<file path="config.mk">
export PLATFORM = sky130hd
export DESIGN_NAME = cla_addsub_pipe
export DESIGN_NICKNAME = d
export VERILOG_FILES = /design/src/rtl/cla_pkg.sv /design/src/rtl/cla_addsub_pipe_cla.sv /design/src/rtl/cla_addsub_pipe.sv
export SDC_FILE = /design/constraint.sdc
export NUM_CORES = 1
export LEC_CHECK = 0
export CORE_ASPECT_RATIO = 1.5
export CORE_UTILIZATION = 30
export CTS_CLUSTER_SIZE = 24
export DETAILED_ROUTE_END_ITERATION = 10
export SLEW_MARGIN = 20
export SYNTH_ARGS = -nofsm -noshare
export SYNTH_HDL_FRONTEND = slang
export SYNTH_SLANG_ARGS = --single-unit
</file>
<file path="constraint.sdc">
create_clock -name clk -period 3.2 [get_ports clk]
set_input_delay 0.32 -clock clk [delete_from_list [all_inputs] [get_ports clk]]
set_output_delay 0.32 -clock clk [all_outputs]
set_load 0.02 [all_outputs]
</file>
<file path="src/rtl/cla_pkg.sv">
// Shared definitions for the pipelined carry-lookahead add/subtract unit.
package cla_pkg;
  localparam int unsigned WIDTH = 16;

  localparam logic OP_ADD = 1'b0;
  localparam logic OP_SUB = 1'b1;

  typedef struct packed {
    logic [WIDTH-1:0] sum;
    logic             cb;
    logic             ovf;
    logic             zero;
  } result_t;
endpackage

</file>
<file path="src/rtl/cla_addsub_pipe_cla.sv">
// 16-bit carry-lookahead adder: four 4-bit lookahead groups joined by a lookahead carry unit.
module CLA_16bit_withLCU (
  input  logic [15:0] a,
  input  logic [15:0] b,
  input  logic        cin,
  output logic [15:0] sum,
  output logic        cout
);
  logic [15:0] p;
  logic [15:0] g;
  logic [15:0] c;
  logic [3:0]  gp;
  logic [3:0]  gg;
  logic [4:0]  gc;

  assign p = a ^ b;
  assign g = a & b;

  always_comb begin
    gp = '0;
    gg = '0;
    for (int i = 0; i < 4; i++) begin
      gp[i] = &p[4*i +: 4];
      gg[i] = g[4*i+3]
            | (p[4*i+3] & g[4*i+2])
            | (p[4*i+3] & p[4*i+2] & g[4*i+1])
            | (p[4*i+3] & p[4*i+2] & p[4*i+1] & g[4*i]);
    end
  end

  // Group carries are fully expanded so no carry ripples between groups.
  assign gc[0] = cin;
  assign gc[1] = gg[0] | (gp[0] & cin);
  assign gc[2] = gg[1] | (gp[1] & gg[0]) | (gp[1] & gp[0] & cin);
  assign gc[3] = gg[2] | (gp[2] & gg[1]) | (gp[2] & gp[1] & gg[0])
               | (gp[2] & gp[1] & gp[0] & cin);
  assign gc[4] = gg[3] | (gp[3] & gg[2]) | (gp[3] & gp[2] & gg[1])
               | (gp[3] & gp[2] & gp[1] & gg[0]) | (gp[3] & gp[2] & gp[1] & gp[0] & cin);

  always_comb begin
    c = '0;
    for (int i = 0; i < 4; i++) begin
      c[4*i]   = gc[i];
      c[4*i+1] = g[4*i] | (p[4*i] & gc[i]);
      c[4*i+2] = g[4*i+1] | (p[4*i+1] & g[4*i]) | (p[4*i+1] & p[4*i] & gc[i]);
      c[4*i+3] = g[4*i+2] | (p[4*i+2] & g[4*i+1]) | (p[4*i+2] & p[4*i+1] & g[4*i])
               | (p[4*i+2] & p[4*i+1] & p[4*i] & gc[i]);
    end
  end

  assign sum  = p ^ c;
  assign cout = gc[4];
endmodule

</file>
<file path="src/rtl/cla_addsub_pipe.sv">
// Two-stage valid/ready add/subtract pipeline around CLA_16bit_withLCU with carry/borrow,
// overflow and zero flags plus a delivered-results counter.
module cla_addsub_pipe
  import cla_pkg::*;
(
  input  logic             clk,
  input  logic             rst,
  input  logic             in_valid,
  output logic             in_ready,
  input  logic [WIDTH-1:0] in_a,
  input  logic [WIDTH-1:0] in_b,
  input  logic             in_op,
  input  logic             in_cb,
  output logic             out_valid,
  input  logic             out_ready,
  output logic [WIDTH-1:0] out_sum,
  output logic             out_cb,
  output logic             out_ovf,
  output logic             out_zero,
  output logic [WIDTH-1:0] out_count
);
  logic             s1_valid;
  logic [WIDTH-1:0] a_q;
  logic [WIDTH-1:0] b_eff_q;
  logic             c_eff_q;
  logic             op_q;
  logic [WIDTH-1:0] cla_sum;
  logic             cla_cout;
  logic             adv;
  result_t          res;

  assign adv      = ~out_valid | out_ready;
  assign in_ready = ~rst & (~s1_valid | adv);

  CLA_16bit_withLCU u_cla (
    .a    (a_q),
    .b    (b_eff_q),
    .cin  (c_eff_q),
    .sum  (cla_sum),
    .cout (cla_cout)
  );

  // Subtraction already arrives as A + ~B + ~bin, so overflow uses the effective operands.
  always_comb begin
    res.sum  = cla_sum;
    res.cb   = (op_q == OP_SUB) ? ~cla_cout : cla_cout;
    res.ovf  = (a_q[WIDTH-1] == b_eff_q[WIDTH-1]) & (cla_sum[WIDTH-1] != a_q[WIDTH-1]);
    res.zero = (cla_sum == '0);
  end

  always_ff @(posedge clk) begin
    if (rst) begin
      s1_valid <= 1'b0;
      a_q      <= '0;
      b_eff_q  <= '0;
      c_eff_q  <= 1'b0;
      op_q     <= OP_ADD;
    end else if (in_ready) begin
      s1_valid <= in_valid;
      a_q      <= in_a;
      b_eff_q  <= (in_op == OP_SUB) ? ~in_b : in_b;
      c_eff_q  <= (in_op == OP_SUB) ? ~in_cb : in_cb;
      op_q     <= in_op;
    end
  end

  always_ff @(posedge clk) begin
    if (rst) begin
      out_valid <= 1'b0;
      out_sum   <= '0;
      out_cb    <= 1'b0;
      out_ovf   <= 1'b0;
      out_zero  <= 1'b1;
    end else if (adv) begin
      out_valid <= s1_valid;
      out_sum   <= res.sum;
      out_cb    <= res.cb;
      out_ovf   <= res.ovf;
      out_zero  <= res.zero;
    end
  end

  always_ff @(posedge clk) begin
    if (rst) begin
      out_count <= '0;
    end else if (out_valid & out_ready) begin
      out_count <= out_count + 1'b1;
    end
  end
endmodule

</file>
# Word-level counts from Yosys, hierarchy flattened
# Index checks and enable logic that the tools add are counted.
op_classes:
  addsub: 1
  n_reduce_logical: 5
  n_bitwise: 132
  eq_ne: 2
  mux: 3
ops:
  columns: ["op", "n"]
  rows:
  - ["1-bit bitwise AND", 75]
  - ["1-bit bitwise OR", 48]
  - ["16-bit bitwise XOR", 2]
  - ["16-bit by 1-bit adder with 16-bit output (second input constant)", 1]
  - ["16-bit bitwise AND", 1]
  - ["16-bit zero test", 1]
  - ["16-bit 2-to-1 mux", 1]
  - ["16-bit NOT", 1]
  - ["4-bit AND reduction", 4]
  - ["1-bit NOT", 5]
  - ["1-bit 2-to-1 mux", 2]
  - ["1-bit equality test", 1]
  - ["1-bit != test", 1]
totals:
  inputBits: 38
  out_inout_bits: 37
  reg_bits: 71

# Logic depth before layout (Yosys ltp)
# Gate-level depths: netlist of the first run.
logic_depth:
  depth_word: 14
  ltp_mapped: 12
  mapped_depth_nobuf: 12

# Cells and area by module
# Synthesis of the first run repeated with hierarchy kept, for this count alone.
hier_totals:
  hier_cells: 435
  hier_area_um2: 3681.0
modules_own_cells:
  columns: ["mod", "area_per_inst_um2", "seq_area_each_um2", "cells_per_inst", "instances"]
  rows:
  - ["cla_addsub_pipe", 2895.3, 1421.4, 333, 1]
  - ["CLA_16bit_withLCU", 785.8, 0.0, 102, 1]

# Worst setup path before layout of the first run
# No wires, ideal clock.
synth_timing:
  kind: "flip-flop to flip-flop"
  from: "reg a_q[9]"
  to: "reg out_zero"
  stages_incl_launch_ff: 13
  required_ns: 3.131
  t_arrival_ns: 2.796
  n_path_buf: 0
  path_slack_ns: 0.335
  path_cell_list: "dfxtp_1 ha_1 a21o_1 a21o_1 a221oi_4 nand2_1 fa_1 xor2_1 nor4_1 nand4_1 a211oi_1 o2111ai_1 o21ai_1"
synth_via:
  elab_chain_len: 11
synth_rtl:
  columns: ["item", "line_no", "rtl"]
  rows:
  - ["from (decl)", "cla_addsub_pipe.sv:23", "logic [WIDTH-1:0] a_q;"]
  - ["from (signal assigned)", "cla_addsub_pipe.sv:60", "a_q <= in_a;"]
  - ["16-bit bitwise AND / 16-bit bitwise XOR (equally long branches)", "cla_addsub_pipe_cla.sv:17, cla_addsub_pipe_cla.sv:16", null]
  - ["1-bit bitwise AND (on tied branches)", "cla_addsub_pipe_cla.sv:26, cla_addsub_pipe_cla.sv:27", null]
  - ["1-bit bitwise OR / 1-bit bitwise AND (equally long branches)", "cla_addsub_pipe_cla.sv:26, cla_addsub_pipe_cla.sv:27", null]
  - ["1-bit bitwise OR", "cla_addsub_pipe_cla.sv:27", "| (p[4*i+3] & p[4*i+2] & p[4*i+1] & g[4*i]);"]
  - ["1-bit bitwise OR (2 in a row)", "cla_addsub_pipe_cla.sv:35", "assign gc[3] = gg[2] | (gp[2] & gg[1]) | (gp[2] & gp[1] & gg[0])"]
  - ["1-bit bitwise OR", "cla_addsub_pipe_cla.sv:36", "| (gp[2] & gp[1] & gp[0] & cin);"]
  - ["1-bit bitwise AND (on tied branches)", "cla_addsub_pipe_cla.sv:44, cla_addsub_pipe_cla.sv:45, cla_addsub_pipe_cla.sv:47", null]
  - ["1-bit bitwise OR (on tied branches)", "cla_addsub_pipe_cla.sv:44, cla_addsub_pipe_cla.sv:45, cla_addsub_pipe_cla.sv:47", null]
  - ["16-bit bitwise XOR (*)", "cla_addsub_pipe_cla.sv:51", "assign sum = p ^ c;"]
  - ["16-bit zero test (*)", "cla_addsub_pipe.sv:48", "res.zero = (cla_sum == '0);"]
  - ["to (signal assigned)", "cla_addsub_pipe.sv:79", "out_zero <= res.zero;"]
  - ["to (decl)", "cla_addsub_pipe.sv:19", "output logic out_zero,"]
# Mark *: on every way between the ends. The rest lies on a longest branch, timed or not.
# A chain may end at the register's enable or synchronous reset.

# Final worst setup path of the first run
layout_timing:
  from: "reg a_q[0]"
  to: "reg out_zero"
layout_via:
  elab_chain_len: 10
layout_rtl:
  columns: ["item", "line_no", "rtl"]
  rows:
  - ["16-bit bitwise AND", "cla_addsub_pipe_cla.sv:17", "assign g = a & b;"]
  - ["1-bit bitwise AND", "cla_addsub_pipe_cla.sv:27", null]
  - ["1-bit bitwise OR", "cla_addsub_pipe_cla.sv:27", null]
  - ["1-bit bitwise AND (on tied branches)", "cla_addsub_pipe_cla.sv:34, cla_addsub_pipe_cla.sv:35", null]
  - ["1-bit bitwise OR (on tied branches)", "cla_addsub_pipe_cla.sv:34, cla_addsub_pipe_cla.sv:35", null]
  - ["1-bit bitwise OR (on tied branches)", "cla_addsub_pipe_cla.sv:34, cla_addsub_pipe_cla.sv:36", null]
  - ["1-bit bitwise AND (on tied branches)", "cla_addsub_pipe_cla.sv:44, cla_addsub_pipe_cla.sv:45, cla_addsub_pipe_cla.sv:47", null]
  - ["1-bit bitwise OR (on tied branches)", "cla_addsub_pipe_cla.sv:44, cla_addsub_pipe_cla.sv:45, cla_addsub_pipe_cla.sv:47", null]
  - ["16-bit bitwise XOR (*)", "cla_addsub_pipe_cla.sv:51", null]
  - ["16-bit zero test (*)", "cla_addsub_pipe.sv:48", null]
# Marked as above.

==> out/results.ini, run 1 <==
[setup_path]
r2r_slack_ns = 0.22
end_kind = flip-flop
r2r_cells = 12
critPathRequiredTime_ns = 3.46
r2r-start = a_q[0]
crit_path_start_kind = flip-flop
path_class = flip-flop to flip-flop
crit_fanout = 3
cp.arrival_ns = 3.24
timing.rr.end = out_zero

[drt]
via_per_inst = 4.68
num_vias = 2960
first_iter_violations = 89
wl_per_cell_um = 12.7
firstDrtPassIters = 6
ant_nets = 0
route.detailed.drc = 0
wl_um = 8070

[logic_synthesis]
synthCells = 411
yosys_most_used_dff = dfxtp_1
yosys_warnings = 0
syn_nets = 470
async_reset_ff_share_pct = 0
avgSynthCellArea_um2 = 8.45
mappedNetlistArea_um2 = 3470
synth_seq_cells = 71
synth.distinct_cells = 43
seq_area_frac_synth_pct = 40.9
synth_edf_count = 0

[timing]
hold_slack_ns = 0.448
period_share_pct = 93.1
final_hold_viol_count = 0
finalWorstSetupSlack_ns = 0.220
finalCriticalPeriod_ns = 2.98
finClkSkew_ns = 0.00499
max_slew.worst_pin.slew_ns = 0.724
max_slew_margin_pct = 51.7
setup_viol = 0
fmax_mhz = 336
slew_violations = 0

[place]
dp_worst_setup_slack_ns = 0.0539
port_buffers = 74
place_hpwl_um = 6200
gp_congestion = 0.830
dp.cells = 614

[floorplanning]
io_pins = 75
placementRows = 47
start_util_pct = 31.1
die_height_um = 134
fp.dieW_um = 89.9
die_area_um2 = 12000
core_um2 = 11200

[clock_network]
cts_buffers = 9
cts_tree = done
clk_latency_ns = 0.32
root_buffer = clkbuf_16
cts.sinks = 71
clock_path_buffers = 2
ctsHtreeMaxLevel = 3
clk_pin_slew_worst_paths_ns = 0.05

[hold_path]
hold_depth = 2
holdPathEnd = out_sum[4]
min_path_type = flip-flop to flip-flop
hp-start = out_sum[4]

[power]
power_density_nw_per_um2 = 526
leakage_uw = 0.00193
peakVddDrop_mv = 0.244
total_power_uw = 2490

[grt]
grt_max_degree = 72
grt_overflow = 0
grt_pass1_wl_um = 13600
grt_pass1_vias = 2952
grt_use_total_pct = 14.2
antenna_found_initial = 0

[final_layout]
nets = 540
drive_gt1_share_pct = 6.79
area_growth_pct = 36.2
insertedDiodeCount = 0
fin_cells = 633
multi_input_comb_area_um2 = 1960
final-seq-area_um2 = 1420
nFillCells = 1136

[run]
cap_viol_max_count = 0

[run_status]
status = finished, final reports clean

==> power by group <==
group / total [uW] / internal (uW) / switching (uW)
Clock: 1060 / 723 / 341
Sequential: 986 / 946 / 40.1
Combinational: 437 / 213 / 225
==> logic make-up (layout without fill, tap and decap cells) <==
family	after synthesis	after routing	share of synthesized area (%)
AOI/OAI and AO/OA	86	86	16.4
xor gates and xnor gates	42	42	10.6
adders and majority gates	21	21	8.43
buffers and inverters	33	108	3.67
DFF	71	71	40.9
muxes	1	1	0.288
and+or+nand+nor	157	157	19.7
==> how the worst max path moves through the flow <==
stage / from / end / slack, ns / cells past startpoint
6_report: a_q[0] / out_zero / 0.22 / 12
5_1_grt: a_q[0] / out_zero / -0.05 / 12
4_1_cts: a_q[9] / out_zero / 0.04 / 12
3_5_place_dp: a_q[9] / out_zero / 0.05 / 12
3_3_place_gp: a_q[9] / out_zero / 0.19 / 12
2_1_floorplan: a_q[9] / out_zero / 0.34 / 12
==> critical path, cell delays in order, from the launching register on <==
cell       delay [ns]
dfxtp_1          0.32
ha_1             0.32
a211oi_2         0.26
o211ai_1         0.17
a31oi_2          0.26
o21bai_1         0.12
fa_1             0.39
xor2_1           0.19
nor4_1           0.24
nand4_1          0.15
a211oi_2         0.23
o2111ai_1        0.13
o21ai_1          0.13
==> Yosys cell counts, types with 2 or more instances <==
cell,number,area [um2]
o211ai_1,2,15.0
o21bai_1,2,15.0
inv_1,8,30.0
ha_1,17,213
and4_1,2,17.5
and2_1,4,25.0
xnor2_1,23,201
o21ai_1,3,15.0
xor2_1,19,166
nand3_1,5,25.0
fa_1,4,80.1
a21o_1,4,30.0
nand4_1,5,31.3
buf_1,2,7.51
nand3b_1,2,15.0
buf_2,3,15.0
a211oi_1,22,165
nand2b_1,2,12.5
a21oi_1,32,160
nor2b_1,3,18.8
a31oi_1,3,18.8
and3_1,5,31.3
nor3_1,5,25.0
nor2_1,56,210
clkbuf_1,20,75.1
dfxtp_1,71,1420
nand2_1,62,233
or3_1,4,25.0
o21ai_0,7,35.0
==> routing by layer <==
layer	track usage [%]	vias to the layer above	wire length, um
li1	-	1541	-
met1	15.3	1342	3330
met2	26.2	65	4220
met3	2.89	12	279
met4	6.72	0	239
met5	0	-	0
==> stage by stage <==
step           setup TNS, ns  cell area (um2)  util, %
6_report                   0             4730     42.4
5_1_grt              -0.0459             4730     42.4
4_1_cts                    0             4670     41.8
3_5_place_dp               0             4350     38.9
3_3_place_gp               0             4350     38.9
2_1_floorplan              0             3470        -
==> state kept, by name (all words and copies together) (netlist names) <==
register   count
out_zero       1
out_ovf        1
out_cb         1
out_count     16
s1_valid       1
a_q           16
b_eff_q       16
out_valid      1
out_sum       16
op_q           1
c_eff_q        1
==> cell usage in the layout, fill, tap and decap left out, types with 8 or more instances in the layout <==
cell,Yosys,layout
buf_4,0,10
inv_1,8,8
nand2_1,62,61
clkbuf_16,0,9
dfxtp_1,71,71
ha_1,17,16
a211oi_1,22,20
a21oi_1,32,31
clkdlybuf4s50_1,0,73
xor2_1,19,19
nor2_1,56,56
xnor2_1,23,23
==> layout make-up <==
class	instances	share of cell area (%)
Sequential cell	71	30.0
Tap cell	147	3.89
Clock buffer	13	5.50
Clock inverter	3	1.37
Timing Repair Buffer	84	17.1
Multi-Input combinational cell	307	41.4
Inverter	8	0.635
==> repair_timing <==
| item | CTS | global route |
|---|---|---|
| gates resized for setup | 0 | 6 |
| setup endpoints to repair | 0 | 1 |
| hold endpoints to repair | 0 | 0 |
| hold buffers | 0 | 0 |
| buffers inserted | 0 | 3 |
Note: power is estimated with default switching activity, not from simulation.
==> run 2, diff against run 1 <==
- PLACE_DENSITY: default -> 0.48
- clock period: 3.2 -> 3.1 ns (I/O delays scaled with it)
==> run 2 against run 1 <==
Against the previous run: global-route usage increased by 0.67 points; cell count increased by 0.95%; register-to-register slack is essentially flat; wire length up 5.5%; worst setup slack improved by 0.0052 ns; critical path depth is the same.
==> out/results.ini, run 2 (same netlist as run 1, synthesis figures left out) <==
[clock_network]
cts_hold_buf = 0  ; unchanged
cts.sinks = 71  ; unchanged
clk_latency_ns = 0.33  ; about the same
root_buffer = clkbuf_16
cts_buffers = 9  ; unchanged
clk_pin_slew_worst_paths_ns = 0.05  ; about the same
ctsHtreeMaxLevel = 3  ; unchanged
clock_path_buffers = 2  ; unchanged
cts_tree = done

[grt]
grt_pass1_wl_um = 14000  ; +2.8%
grt_pass1_vias = 2879  ; -2.5%
grt_max_degree = 72  ; unchanged
grt_overflow = 0  ; unchanged
grt_use_total_pct = 14.8  ; +0.67 points
antenna_found_initial = 0  ; unchanged

[setup_path]
crit_fanout = 2  ; -1
crit_chain = ha_1 > a21o_1 > a21o_1 > a221oi_4 > nand2_2 > fa_1 > xor2_1 > nor4_1 > nand4_1 > a211oi_2 > o2111ai_1 > o21ai_1
critPathRequiredTime_ns = 3.37  ; -0.09 ns
cpMostUsedCell = a21o_1
crit_path_top_delay_cell = fa_1
path_class = flip-flop to flip-flop
critPathMaxStageDelay_ns = 0.39  ; about the same
end_kind = flip-flop
crit_path_start_kind = flip-flop
cp.arrival_ns = 3.14  ; -0.10 ns

[final_layout]
drive_gt1_share_pct = 7.93  ; +1.1 points
post-route-util_pct = 42.8  ; +0.43 points
nets = 546  ; +1.1%
final-seq-area_um2 = 1420  ; unchanged
nFillCells = 1156  ; +1.8%
most-common-layout-cells = clkdlybuf4s50_1 (73), dfxtp_1 (71), nand2_1 (61)
layout_commonest_cell = clkdlybuf4s50_1
multi_input_comb_area_um2 = 1940  ; -0.96%
insertedDiodeCount = 0  ; unchanged
area_growth_pct = 37.6

[drt]
wl_um = 8520  ; +5.5%
ant_nets = 0  ; unchanged
via_per_inst = 4.61  ; -1.4%
wl_per_cell_um = 13.3  ; +4.5%
route.detailed.drc = 0  ; unchanged
first_iter_violations = 78  ; -12%
num_vias = 2946  ; -0.47%
firstDrtPassIters = 4  ; -2

[floorplanning]
placementRows = 47  ; unchanged
io_pins = 75  ; unchanged
start_util_pct = 31.1  ; unchanged
die_area_um2 = 12000  ; unchanged
core_um2 = 11200  ; unchanged
die_height_um = 134  ; unchanged
fp.dieW_um = 89.9  ; unchanged

[place]
port_buffers = 74  ; unchanged
place_hpwl_um = 6530  ; +5.4%
gp_congestion = 0.811  ; -2.3%

[timing]
finClkSkew_ns = 0.00601  ; +0.00102 ns
final_hold_viol_count = 0  ; unchanged
slew_violations = 0  ; unchanged
fmax_mhz = 348  ; +3.7%
max_slew_margin_pct = 49.3  ; -2.4 points
rsz0062_at_grt = false
period_share_pct = 92.7  ; -0.39 points
finalCriticalPeriod_ns = 2.87  ; -0.105 ns
tns_ns = 0  ; unchanged
setup_viol = 0  ; unchanged
max_slew.worst_pin.slew_ns = 0.760  ; +0.0364 ns

[run_status]
status = finished, final reports clean

[power]
peakVddDrop_mv = 0.278  ; +14%
power_density_nw_per_um2 = 558  ; +6.1%
leakage_uw = 0.00197  ; +2.1%
total_power_uw = 2670  ; +7.1%

[run]
cap_viol_max_count = 0  ; unchanged

[hold_path]
min_path_type = flip-flop to flip-flop

run 2: changes by cell type in the layout (fill, tap and decap cells not counted), sizes merged:
cell	delta
buf	+6
clkinvlp	+1
clkbuf	-3
clkinv	+1
bufinv	+1
run 2: cell type report:
cell class,count,area share [%]
sequential,71,29.7
multi-input combinational,307,40.6
clock inverter,6,2.25
clock buffer,10,5.00
tap,147,3.85
timing repair buffer,90,17.9
inverter,8,0.628
run 2: repair_timing:
item / CTS / global route
setup buffers: 0 / 2
endpoints found under the setup margin: 0 / 1
resized for setup: 0 / 4
run 2: where the power goes:
| group | switching, uW | internal [uW] | leakage [uW] |
|---|---|---|---|
| clock | 384 | 804 | 0.000168 |
| sequential | 38.4 | 976 | 0.000586 |
| combinational | 237 | 227 | 0.00122 |
| total | 659 | 2010 | 0.00197 |
run 2: stage by stage:
step / area (um2) / instances / setup slack [ns] / hold WS [ns]
after floorplan: 3470 / 411 / 0.235 / 0.431
after global routing: 4780 / 639 / 0.000918 / 0.478
after detailed placement: 4400 / 621 / 0.0240 / 0.450
after global placement: 4400 / 621 / 0.0954 / 0.443
after CTS: 4750 / 637 / 0.00865 / 0.457
final: 4780 / 639 / 0.225 / 0.451
run 2: path summary, 6_finish.rpt:
kind / cells past startpoint / from / slack (ns) / to
setup / recovery: 12 / a_q[9] / 0.23 / out_zero
hold / removal: 2 / out_sum[8] / 0.45 / out_sum[8]
setup reg to reg: 12 / a_q[9] / 0.23 / out_zero
hold reg to reg: 2 / out_sum[8] / 0.45 / out_sum[8]
run 2: layer usage:
layer  up-vias  global-route usage [%]  wire length (um)
li1       1554                       -                 -
met5         -                       0                 0
met2        64                    27.3              4440
met4         0                    7.44               226
met1      1315                    16.2              3560
met3        13                    2.89               286
run 2: critical path: cells and delay by family (launching register included):
family          cells  cell delay, ns
fa+ha+maj           2            0.69
xor+xnor            1            0.19
compound gates      6            1.19
simple gates        3            0.42
flops               1            0.31
